### src/rtl/uart_slave.sv
// uart_slave: half-duplex sideband UART slave. Receives a framed command
// word from the master, publishes its payload, then replies with a framed
// status word after a fixed line turnaround.
// Ports: clk, rst (async, active-high), tick (baud strobe),
//   ser_in / ser_out / ser_oe (shared line, tristate at top level),
//   par_data_in (status to return), par_data_out (last good payload),
//   rx_valid / frame_error (1-clk pulses), err_cnt (saturating),
//   link_ok (good frame seen within TIMEOUT_BITS bit periods).
module uart_slave #(
   parameter int NBIT_RX         = 10,
   parameter int NBIT_TX         = 10,
   parameter int BPS_COUNT_NUM   = 48,
   parameter int START_COUNT_NUM = 24,
   parameter int TURN_BITS       = 4,
   parameter int TIMEOUT_BITS    = 4096
) (
   input  logic               clk,
   input  logic               rst,
   input  logic               tick,
   input  logic               ser_in,
   output logic               ser_out,
   output logic               ser_oe,
   input  logic [NBIT_TX-1:0] par_data_in,
   output logic [NBIT_RX-1:0] par_data_out,
   output logic               rx_valid,
   output logic               frame_error,
   output logic [7:0]         err_cnt,
   output logic               link_ok
);

   localparam int RXW = NBIT_RX + 6;
   localparam int TXW = NBIT_TX + 6;
   localparam int CW  = $clog2(BPS_COUNT_NUM) + 1;
   localparam int BW  = $clog2(RXW + TXW + TURN_BITS);
   localparam int LW  = $clog2(TIMEOUT_BITS + 1);

   typedef enum logic [2:0] {
      S_IDLE, S_RX_START, S_RX_DATA, S_CHECK,
      S_TURN, S_TX_START, S_TX_DATA, S_TX_END
   } state_t;

   state_t             state_q, state_d;
   logic [CW-1:0]      cnt_q, cnt_d;
   logic [BW-1:0]      bit_q, bit_d;
   logic [RXW-1:0]     rx_q, rx_d;
   logic [TXW-1:0]     tx_q, tx_d;
   logic [NBIT_RX-1:0] par_q, par_d;
   logic               rxv_q, rxv_d;
   logic               ferr_q, ferr_d;
   logic [7:0]         err_q, err_d;
   logic [CW-1:0]      lpre_q;
   logic [LW-1:0]      lcnt_q;
   logic               link_q;
   logic               link_clr;
   logic               s1_q, s2_q, s3_q;
   logic               fall, per_done, st_done, good;

   // 2-FF synchronizer plus a delayed copy for edge detection
   always_ff @(posedge clk or posedge rst) begin
      if (rst) begin
         s1_q <= 1'b1;
         s2_q <= 1'b1;
         s3_q <= 1'b1;
      end else begin
         s1_q <= ser_in;
         s2_q <= s1_q;
         s3_q <= s2_q;
      end
   end

   assign fall     = s3_q & ~s2_q;
   assign per_done = tick && (cnt_q == CW'(BPS_COUNT_NUM - 1));
   assign st_done  = tick && (cnt_q == CW'(START_COUNT_NUM - 1));
   assign good     = (rx_q[2:0] == 3'b101) &&
                     (rx_q[RXW-1:RXW-3] == 3'b010);

   always_comb begin
      state_d  = state_q;
      cnt_d    = tick ? cnt_q + CW'(1) : cnt_q;
      bit_d    = bit_q;
      rx_d     = rx_q;
      tx_d     = tx_q;
      par_d    = par_q;
      rxv_d    = 1'b0;
      ferr_d   = 1'b0;
      err_d    = err_q;
      link_clr = 1'b0;
      ser_oe   = 1'b0;
      ser_out  = 1'b1;
      unique case (state_q)
         S_IDLE: begin
            cnt_d = '0;
            bit_d = '0;
            if (fall) state_d = S_RX_START;
         end
         S_RX_START: begin
            if (st_done) begin
               cnt_d   = '0;
               state_d = s2_q ? S_IDLE : S_RX_DATA;
            end
         end
         S_RX_DATA: begin
            if (per_done) begin
               cnt_d = '0;
               // shift in from the top; first sample ends at bit 0
               rx_d  = {s2_q, rx_q[RXW-1:1]};
               if (bit_q == BW'(RXW - 1)) begin
                  bit_d   = '0;
                  state_d = S_CHECK;
               end else begin
                  bit_d = bit_q + BW'(1);
               end
            end
         end
         S_CHECK: begin
            cnt_d = '0;
            if (good) begin
               par_d    = rx_q[NBIT_RX+2:3];
               rxv_d    = 1'b1;
               link_clr = 1'b1;
               state_d  = S_TURN;
            end else begin
               ferr_d  = 1'b1;
               err_d   = (err_q == 8'hFF) ? err_q : err_q + 8'd1;
               state_d = S_IDLE;
            end
         end
         S_TURN: begin
            if (per_done) begin
               cnt_d = '0;
               if (bit_q == BW'(TURN_BITS - 1)) begin
                  bit_d   = '0;
                  // status captured here so later changes miss this frame
                  tx_d    = {3'b010, par_data_in, 3'b101};
                  state_d = S_TX_START;
               end else begin
                  bit_d = bit_q + BW'(1);
               end
            end
         end
         S_TX_START: begin
            ser_oe  = 1'b1;
            ser_out = 1'b0;
            if (per_done) begin
               cnt_d   = '0;
               state_d = S_TX_DATA;
            end
         end
         S_TX_DATA: begin
            ser_oe  = 1'b1;
            ser_out = tx_q[0];
            if (per_done) begin
               cnt_d = '0;
               tx_d  = {1'b0, tx_q[TXW-1:1]};
               if (bit_q == BW'(TXW - 1)) begin
                  bit_d   = '0;
                  state_d = S_TX_END;
               end else begin
                  bit_d = bit_q + BW'(1);
               end
            end
         end
         S_TX_END: begin
            ser_oe  = 1'b1;
            ser_out = 1'b1;
            if (per_done) begin
               cnt_d   = '0;
               state_d = S_IDLE;
            end
         end
      endcase
   end

   always_ff @(posedge clk or posedge rst) begin
      if (rst) begin
         state_q <= S_IDLE;
         cnt_q   <= '0;
         bit_q   <= '0;
         rx_q    <= '0;
         tx_q    <= '0;
         par_q   <= '0;
         rxv_q   <= 1'b0;
         ferr_q  <= 1'b0;
         err_q   <= '0;
      end else begin
         state_q <= state_d;
         cnt_q   <= cnt_d;
         bit_q   <= bit_d;
         rx_q    <= rx_d;
         tx_q    <= tx_d;
         par_q   <= par_d;
         rxv_q   <= rxv_d;
         ferr_q  <= ferr_d;
         err_q   <= err_d;
      end
   end

   // link watchdog: free-running bit-period prescale, reset by good frames
   always_ff @(posedge clk or posedge rst) begin
      if (rst) begin
         lpre_q <= '0;
         lcnt_q <= '0;
         link_q <= 1'b0;
      end else if (link_clr) begin
         lpre_q <= '0;
         lcnt_q <= '0;
         link_q <= 1'b1;
      end else if (tick) begin
         if (lpre_q == CW'(BPS_COUNT_NUM - 1)) begin
            lpre_q <= '0;
            if (lcnt_q != LW'(TIMEOUT_BITS)) begin
               lcnt_q <= lcnt_q + LW'(1);
               if (lcnt_q + LW'(1) == LW'(TIMEOUT_BITS))
                  link_q <= 1'b0;
            end
         end else begin
            lpre_q <= lpre_q + CW'(1);
         end
      end
   end

   assign par_data_out = par_q;
   assign rx_valid     = rxv_q;
   assign frame_error  = ferr_q;
   assign err_cnt      = err_q;
   assign link_ok      = link_q;

endmodule
### config.mk
export PLATFORM = sky130hd
export DESIGN_NAME = uart_slave
export DESIGN_NICKNAME = d
export VERILOG_FILES = /design/src/rtl/uart_slave.sv
export SDC_FILE = /design/constraint.sdc
export NUM_CORES = 1
export LEC_CHECK = 0
export ABC_AREA = 1
export BUFFER_PORTS_ARGS = -buffer_cell sky130_fd_sc_hd__buf_2
export CORE_ASPECT_RATIO = 0.75
export CORE_UTILIZATION = 30
export CTS_BUF_LIST = sky130_fd_sc_hd__clkbuf_2
export DETAILED_ROUTE_END_ITERATION = 16
export GPL_TIMING_DRIVEN = 0
export SETUP_SLACK_MARGIN = 0.02
export SYNTH_ARGS = -nofsm -noshare
export SYNTH_HDL_FRONTEND = slang
export SYNTH_SLANG_ARGS = --single-unit
### constraint.sdc
create_clock -name clk -period 2.7 [get_ports clk]
set_clock_uncertainty 0.1 [all_clocks]
set_input_delay 0.27 -clock clk [delete_from_list [all_inputs] [get_ports clk]]
set_output_delay 0.27 -clock clk [all_outputs]
set_load 0.05 [all_outputs]
==> results of run 1 <==
## worst max-delay path, cell delays in order (launching register included)
cell and delay (ns):
dfrtp_1 0.50, nor2_1 0.25, nor2_1 0.10, nand3_1 0.10
buf_2 0.27
## how the worst min path moves through the flow
stage,to,cells past startpoint,slack [ns],startpoint
floorplan,s1_q,0,0.17,ser_in
global placement,s2_q,0,0.25,s1_q
detailed placement,s2_q,0,0.25,s1_q
finish,lcnt_q[5],3,0.21,rst
global route,s1_q,2,0.16,ser_in
CTS,lpre_q[5],3,0.17,rst
## cell usage after synthesis (2+ instances only)
master   count
inv_2        5
mux2i_1      9
nor2_4       2
nor2_2       4
a21oi_1     16
o21ai_2     12
ha_1         7
nand3_1     25
o21ai_0     24
inv_1       63
nand2_1    126
nor3_1       8
nor2_1      48
buf_2       11
o21ai_1     28
dfstp_2      3
nand2_2      2
xor2_1      12
o22ai_1      2
xnor2_1      4
dfrtp_1     88
nand4_1      3
nand3_2      3
## state kept, by name (all words and copies together), names as in the netlist
name / flops
rx_q: 16
tx_q: 15
lcnt_q: 13
par_data_out: 10
err_cnt: 8
cnt_q: 7
lpre_q: 7
bit_q: 6
state_q: 3
frame_error: 1
link_ok: 1
rx_valid: 1
s1_q: 1
s2_q: 1
s3_q: 1
## final cells by class
cell class / count / area [um2]
fillers: 1536 / 9304
flip-flops and latches: 91 / 2281
multi-input cells: 348 / 1822
repair buffers: 51 / 350.3
inverters: 68 / 259.0
well taps: 200 / 250.2
plain buffers: 13 / 73.82
clock buffers: 12 / 60.06
clock inverters: 4 / 51.30
diodes: 1 / 2.502
## kinds of logic (layout without fill, tap and decap cells)
| logic type | count (synthesis) | in the layout | share of synthesized area |
|---|---|---|---|
| flops | 91 | 91 | 0.5147 |
| xor+xnor | 16 | 16 | 0.03162 |
| mux | 10 | 10 | 0.02287 |
| simple gates | 226 | 226 | 0.2188 |
| fa+ha+maj | 7 | 7 | 0.01976 |
| other cells | 0 | 1 | 0 |
| buf+inv | 81 | 148 | 0.07425 |
| compound gates | 89 | 89 | 0.1180 |
## power by group through the flow
stage          logic [W]  clock network, W  registers [W]
4_1_cts         0.000991          0.000710        0.00174
5_1_grt          0.00111          0.000764        0.00177
2_1_floorplan   0.000701                 0        0.00180
3_5_place_dp    0.000973                 0        0.00176
3_3_place_gp    0.000945                 0        0.00175
6_report        0.000985          0.000662        0.00174
## through the flow
stage,instance area (um2),hold slack (ns)
after floorplan,4436,0.1745
after global placement,4866,0.2463
after detailed placement,4906,0.2490
after CTS,5147,0.1705
after global routing,5150,0.1600
final,5150,0.2122
## routing by layer
layer / part of all wire / up-vias
met5: 0 / -
li1: - / 1787
met3: 0.038 / 8
met1: 0.52 / 1646
met4: 0.012 / 0
met2: 0.43 / 52
==> results list, run 1 <==
* Startpoint class of the critical path: register
- Leading post-synthesis cells by cell area: dfrtp_1 (50%), nand2_1 (11%), inv_1 (5.3%)
- TritonCTS built the clock tree.
- Top-area cell type share of the netlist area: 0.4969
* Wire length of the first global-routing pass: 15210 um
* Clock tree buffer depth: 2
- The number of global-route vias before repair is 3367.
- Excluding fillers, the count of instances in the completed layout stands at between 700 and 800.
- For met3 alone, demand over resource in global routing was 0.03692.
- Remaining routing DRC violations: 0
- Share of the core filled with cells in the final layout: 0.3563
- Sequential share of power: 0.513
- RSZ-0062 raised after global routing: false
- The flow ran to the end, and the final reports show no timing, DRC or antenna violations.
* Via count of the routed design: 3493
* Crit path DAT: 1.74 ns
- The synthesized design contains just over 90 register bits.
- In this run the worst setup path begins at state_q[0].
* Number of clock sinks seen by CTS: between 90 and 100
- The pre-antenna-repair detailed-routing pass consisted of 4 iterations.
- After global routing the overflow that remains totals 0.
- The floorplan step set the die height to 107.3 um.
- Slew Limit Headroom: 0.6050
- The layer flagged by global routing as most heavily used is met2.
- In the synthesized netlist the async set-or-reset flop fraction comes to 1.000.
* DP HPWL: 6237 um
- After floorplanning, the core was sized to cover 0.01445 mm2.
* Critical path start-end classification: reg -> out
* Initial cell density of the core: 0.3066
* Post-CTS clock slew at the launch and capture registers of the worst setup and hold paths: 0.22 ns
- In this run the remaining antenna-violating nets after routing total 0.
- Relative contribution of the clock network to total power: 0.196
* Leakage power summed over all cells: 2.377 nW
- Timing analysis after detailed placement gives a worst setup slack of between 0.7 and 0.8 ns.
- Setup slack of the worst register-to-register path: ~0.7 ns
- Switching power summed over all nets: 0.001250 W
* Routing usage on met2: 0.1943
- STA classifies the critical path endpoint as an output port.
* Number of setup buffers added after CTS: 0
- The library cells used most frequently in the layout, excluding fill and tap cells, are nand2_1 (126), dfrtp_1 (88), inv_1 (62).
- Detailed Route Iter0 Violations: about 180
- Weighted congestion reported at the end of routability-driven placement: 0.8084
* Number of hold buffers added after cts: 13
* Total Negative Setup Slacks: 0 ns
- Die ar.: about 0.015 mm2
* Number of buffers inserted during clock tree synthesis: 9
- Power density over the cells: 656.9 mW/mm2
* Final setup violation count: 0
- Via density: 4.433
* Required time of the worst setup path: 2.33 ns
* Peak fanout along the critical path: 5
* Post-synth cell types: 38
* Final WL: 8603 um
- VDD sags by at most roughly 0.00043 V.
- Final Hold Vio Count: 0
- Synthesis produced a netlist whose cell count is 520.
* Dominant register cell in the synthesized netlist: dfrtp_1
- Inst Count DP: between 700 and 800
* Syn. warnings: 0
- Measured slew at the worst slew-check pin: about 0.59 ns
* Hold WC Path Type: in -> async
* R2R Path End: state_q[2]
- The net count of the finished layout is 603.
- When the netlist entered floorplanning its net count stood at between 500 and 600.
- Endpoint of the worst setup timing path: ser_out
- In this run the tool buffered the top-level ports with 36 buffer cells.
- The library cell used most frequently in the layout, excluding fill and tap cells, is nand2_1.
- Entering global routing, the biggest net connects 43 pins.
* Number of flops mapped to enable cells by yosys: 0
- In this run the core area contains 38 standard-cell rows.
* Combinational Power Share: 0.291
- In this run the count of I/O pins placed on the die edge is 37.
* Max-capacitance violation count: 0
* Clock latency of the later-clocked register in the worst-skew pair: 0.53 ns
- Averaged over all synthesized cells, the footprint is approximately 8.5 um2.
- Shortest period the worst path allows: 2.111 ns
- Met1 routing resource usage after global routing: 0.1676
* H-tree Lvls: 3
- Routed len/inst: 10.92 um
- From left edge to right edge, the die measures 142.3 um.
* Resize count post-CTS: 0
* Signed area change from the synthesized netlist to the final layout: 16.21%
- The worst register-to-register path begins at cnt_q[0].
* Total global routing track utilization: 0.1252
* Fin crit share: 0.7819
* Clock root buffer master: clkbuf_2
- Proportion of synthesized chip area in sequential cells: 0.5147
- Based on the critical path, the design can be clocked at up to 473.7 MHz.
* Fraction of final layout cells with drive strength greater than 1: 0.1755
* Antenna violations before repair: 1
- Share of total power consumed by net switching: 0.3696
- Worst setup slack after layout: 0.5888 ns
- The number of cells on the worst reg-to-reg path is 10.
- Total power for the finished layout comes to about 0.0034 W.
- Int Power: 0.002133 W
* Synth area leader: dfrtp_1
- The count of final max-slew check failures was 0.
- Summing every instance area after synthesis gives roughly 0.0044 mm2.
Note: power is estimated with default switching activity, not from simulation.
==> run 2: changes to the inputs <==
clock period = 2.2 ns   (was 2.7 ns; I/O delays follow)
==> results list, run 2 (same netlist as run 1, synthesis figures left out) <==
* Number of clock sinks seen by CTS: 91
* IO Pins: 37
- Fraction of final layout cells with drive strength greater than 1: 0.1885
- The die covers 0.01527 mm2.
- Critical path start-end classification: reg -> out
- Total Negative Setup Slacks: 0 ns
* Met3 usage in global routing: 0.03203
- The pre-antenna-repair detailed-routing pass consisted of 4 iterations.
* Run status: finished clean
- The number of global-route vias before repair was approximately 3300.
- The worst setup path is launched from a register.
* Maximum number of pins on one net before global-route repair: 43
- Port buffering added 36 buffers.
- The floorplan has 38 rows.
* Remaining routing DRC violations: 0
* Clock tree buffer depth: 2
- DP HPWL: 6214 um
* Final Hold Vio Count: 0
* Routed len/inst: roughly 11 um
* Setup crit end kind: output port
- Wire length of the first global-routing pass: between 15000 and 20000 um
* Measured slew at the worst slew-check pin: 0.3542 ns
- Number of routed nets with antenna violations: 0
- For this configuration, the core starts out at a cell density of 0.3066.
- In this run the static leakage power is around 2.4 nW.
* Hold WS: 0.05680 ns
- Ranked by flip-flop count, first place goes to rx_q.
- Via density: 4.406
- IR analysis of the VDD net gives a maximum drop of 0.0005328 V.
* Total global routing track utilization: 0.1234
- For met1 alone, demand over resource in global routing was 0.1732.
* Final Max Slew Viols: 0
* Clock root buffer master: clkbuf_2
- Power density over the cells: 826.6 mW/mm2
* Antenna violations before repair: 1
- Number of buffers inserted during clock tree synthesis: 9
- For the worst setup path, the data required time is 1.88 ns.
- Post-CTS clock slew at the launch and capture registers of the worst setup and hold paths: about 0.24 ns
- Setup repair after global routing left no endpoint under its margin.
- Clock latency of the later-clocked register in the worst-skew pair: about 0.55 ns
- The largest single stage delay on the critical path is approximately 0.50 ns.
* Detailed Route Iter0 Violations: 147
* Regs by FF count: rx_q: 16 flops, tx_q: 15 flops, lcnt_q: 13 flops
- Number of cells on the worst reg-to-reg path: 9
- The congestion estimate from routability-driven global placement came to 0.8073.
* Max reg flops: 16
- In this run the tightest slew margin relative to its limit is 0.7634.
- Congestion Overflow GR: 0
- Walking the worst path, the cells encountered are nor2_2, nor2_2, nand3_1, buf_2.
- The H-tree generated during clock tree synthesis spans 3 levels.
* TritonCTS clock tree: built
- Most common cell after layout, fill and taps aside: nand2_1
* Signed area change from the synthesized netlist to the final layout: 17.50%
* Routing usage on met2: 0.1859
* Crit path DAT: 1.68 ns
- Max-capacitance violation count: 0
- Via count of the routed design: 3485
* Peak fanout along the critical path: 5
* Die Height: 107.3 um
* DIE WIDTH: 142.3 um
- By instance count, the cell type seen most on the critical path is nor2_2.
- The path class of the tightest hold or removal check is in -> async.
* Cell type of the slowest stage on the worst timing path: dfrtp_1
- Fmax: around 500 MHz
* Commonest non-fill, non-tap cells in the layout: nand2_1 (126), dfrtp_1 (85), inv_1 (62)
- Final WL: 8591 um
* Final setup violation count: 0
* Floorplan core area: ~0.014 mm2
- After the last flow step, the layout net total stands at ~600.
* Shortest period the worst path allows: 1.995 ns
- In this run the most used layer during global routing was met2.
- Fin crit share: 0.9068
-- run 2: cell types whose count changed in the layout (fill, tap and decap cells not counted), moves of 2 or more --
cell      before  now
dfrtp_1       88   85
nor2_2         4    7
nor2_1        48   45
clkbuf_2      12   10
buf_4          0    2
dfrtp_2        0    3
-- run 2: worst paths after layout --
| kind | slack, ns | start | endpoint |
|---|---|---|---|
| worst max-delay path | 0.20 | state_q[0] | ser_out |
| worst min-delay path | 0.06 | rst | lcnt_q[3] |
| worst max register to register | 0.28 | lpre_q[0] | lcnt_q[2] |
| worst min register to register | 0.27 | s1_q | s2_q |
| max in group asynchronous | 1.38 | rst | s3_q |
| min in group clk | 0.20 | ser_in | s1_q |
-- run 2: area by class of cell --
| cell class | count | area, um2 |
|---|---|---|
| well taps | 200 | 250.2 |
| clock buffers | 10 | 50.05 |
| flip-flops and latches | 91 | 2285 |
| fillers | 1555 | 9246 |
| clock inverters | 6 | 90.09 |
| plain buffers | 13 | 73.82 |
| multi-input cells | 348 | 1829 |
| inverters | 68 | 259.0 |
| repair buffers | 53 | 365.4 |
| diodes | 2 | 5.005 |
-- run 2: through the flow --
| step | power (W) | std cells | utilization | setup slack (ns) | area (um2) |
|---|---|---|---|---|---|
| floorplan | 0.003072 | 520 | - | 0.3367 | 4438 |
| global route | 0.004626 | 791 | 0.3603 | 0.03976 | 5207 |
| finish | 0.004305 | 791 | 0.3603 | 0.2050 | 5207 |
| detailed placement | 0.003357 | 758 | 0.3396 | 0.2588 | 4908 |
| global placement | 0.003311 | 756 | 0.3368 | 0.1287 | 4868 |
| CTS | 0.004344 | 787 | 0.3583 | 0.07985 | 5179 |
-- run 2: power by group --
group / leakage [nW] / switching [W] / internal (W)
Sequential: 1.19 / 0.000208 / 0.00193
Clock: 0.0821 / 0.000569 / 0.000382
Combinational: 1.12 / 0.000787 / 0.000430
-- run 2: metal layers --
| layer | up-vias | share of wire |
|---|---|---|
| li1 | 1791 | - |
| met1 | 1639 | 0.52 |
| met5 | - | 0 |
| met2 | 47 | 0.43 |
| met3 | 8 | 0.031 |
| met4 | 0 | 0.013 |
-- run 2: worst max-delay path: cells and delay by family, from the launching register on --
family | cells | cell delay [ns]
buffers and inverters | 1 | 0.27
flip-flops | 1 | 0.50
AND/OR/NAND/NOR | 3 | 0.38
-- run 2: repair_timing --
action                                 in CTS  in global routing
gates resized for setup                     0                  5
hold buffers                               13                  0
setup buffers                               0                  2
endpoints found under the hold margin     105                  0
setup endpoints to repair                   0                  3
==> run 3: changes to the inputs <==
MAX_ROUTING_LAYER = met4   (was not set)
TNS_END_PERCENT = 1   (was not set)
==> results list, run 3 (same netlist as run 1, synthesis figures left out) <==
- At the end of routability-driven placement, the weighted congestion stood at just over 0.8.
* Antenna violations before repair: 1
- Final Max Slew Viols: 0
- Power density over the cells: 807.4 mW/mm2
- The pre-antenna-repair detailed-routing pass consisted of 4 iterations.
- STA classifies the critical path endpoint as an output port.
* TritonCTS clock tree: built
- Entering global routing, the biggest net connects 43 pins.
- Max-capacitance violation count: 0
* Final Hold Vio Count: 0
- Number of buffers inserted during clock tree synthesis: 9
* Wire length of the first global-routing pass: around 15000 um
- Clock latency of the later-clocked register in the worst-skew pair: between 0.5 and 0.6 ns
- Detailed Route Iter0 Violations: 193
* Placement row count: 38
- Dividing the detail-routed wire length by the instance count gives 10.86 um.
- Summing all placed instances gives a cell area of just under 0.005 mm2.
- Count of buffers inserted at the top-level ports: 36
- After the last flow step, the layout net total stands at 604.
- Congestion Overflow GR: 0
- Peak supply drop: approximately 0.00053 V
- Leaving out fill and tap cells, the most frequent cell in the layout is nand2_1.
* Fin crit share: 0.9070
- Peak fanout along the critical path: 5
- The register with the most flip-flops in the final layout is rx_q.
- Run status: finished clean
- Setup repair after global routing left no endpoint under its margin.
- Excluding fillers, the count of instances in the completed layout stands at 789.
* Hold WS: between 0.15 and 0.2 ns
* Via count of the routed design: about 3500
- Post-CTS clock slew at the launch and capture registers of the worst setup and hold paths: between 0.2 and 0.25 ns
* Max reg flops: 16
- After detailed routing, the total wire length is 8567 um.
- Final setup violation count: 0
- The number of global-route vias before repair is between 3000 and 4000.
* Signed area change from the synthesized netlist to the final layout: 16.54%
* Floorplan core area: 0.01445 mm2
* Regs by FF count: rx_q: 16 flops, tx_q: 15 flops, lcnt_q: 13 flops
- Once layout is complete, the utilization of the core stands at 0.3573.
- Required time of the worst setup path: 1.88 ns
- Leakage power summed over all cells: 2.380 nW
- The critical path in this run is classified as reg -> out.
- For the final routed database, the setup TNS stands at 0 ns.
* Initial cell density of the core: 0.3066
* Die Height: 107.3 um
- DIE WIDTH: 142.3 um
* Post-route cell area: ~0.0052 mm2
- Crit path DAT: 1.68 ns
- Commonest non-fill, non-tap cells in the layout: nand2_1 (126), dfrtp_1 (86), inv_1 (62)
- The number of placed instances, taps included, is 758.
* Number of clock sinks seen by CTS: 91
- Across every metal layer, demand over resource in global routing totals 0.1289.
- The worst pin sits at a relative slew slack of 0.6044.
* Measured slew at the worst slew-check pin: 0.5921 ns
- DP HPWL: roughly 6200 um
- Fraction of final layout cells with drive strength greater than 1: 0.1837
- Remaining routing DRC violations: 0
- Once detail routing completed, the nets flagged for antenna violations numbered 0.
* Hold WC Path Type: in -> async
* H-tree Lvls: 3
- Die ar.: 0.01527 mm2
- Based on the critical path, the design can be clocked at up to 501.1 MHz.
* Shortest period the worst path allows: about 2.0 ns
- The worst setup path is launched from a register.
- Clock root buffer master: clkbuf_2
* IO Pins: 37
- Clock tree buffer depth: 2
- Via density: roughly 4.5
## run 3: cell count changes in the layout (fill, tap and decap cells not counted), sizes merged
cell	previous run	this run
clkbuf	11	13
clkinv	3	2
diode	2	1
bufinv	2	1
buf	52	51
## run 3: path summary, 6_finish.rpt
kind / start / to / slack, ns / cells after the start
worst max-delay path: state_q[0] / ser_out / 0.20 / 4
worst min-delay path: rst / lcnt_q[5] / 0.16 / 3
worst max register to register: cnt_q[1] / state_q[2] / 0.26 / 10
worst min register to register: s1_q / s2_q / 0.27 / 0
max in group asynchronous: rst / s3_q / 1.17 / 4
min in group clk: ser_in / s1_q / 0.21 / 2
## run 3: timing repair
action                                 in CTS  in global routing
hold buffers                               13                  0
endpoints found under the hold margin      93                  0
gates resized for setup                     0                  4
setup endpoints to repair                   0                  3
buffers inserted                            0                  1
## run 3: per-layer routing
metal	up-vias	GRT usage	part of all wire
met3	8	0.03603	0.040
li1	1793	-	-
met1	1651	0.1684	0.52
met4	0	0.03917	0.012
met5	-	-	0
met2	66	0.1943	0.43
## run 3: critical path, cell delays in order, from the launching register on
cell	delay, ns
dfrtp_1	0.50
nor2_2	0.20
nor2_1	0.09
nand3_1	0.10
buf_2	0.27
## run 3: cell type report
cell class | instances | area (um2)
antenna | 1 | 2.502
buffer | 13 | 73.82
clock buffer | 12 | 60.06
clock inverter | 4 | 51.30
fill | 1531 | 9289
inverter | 68 | 259.0
multi-input combinational | 348 | 1827
sequential | 91 | 2283
tap | 200 | 250.2
timing repair buffer | 52 | 357.8
## run 3: through the flow
step / setup slack [ns] / total power, W
after detailed placement: 0.2432 / 0.003353
after floorplan: 0.01240 / 0.003066
after global routing: 0.02438 / 0.004490
after global placement: 0.1171 / 0.003306
after CTS: 0.06821 / 0.004217
final: 0.2045 / 0.004170
## run 3: report_power, final
group,internal [W],switching [W],leakage [nW]
clock,0.000277,0.000532,0.0722
combinational,0.000428,0.000801,1.12
sequential,0.00193,0.000204,1.19
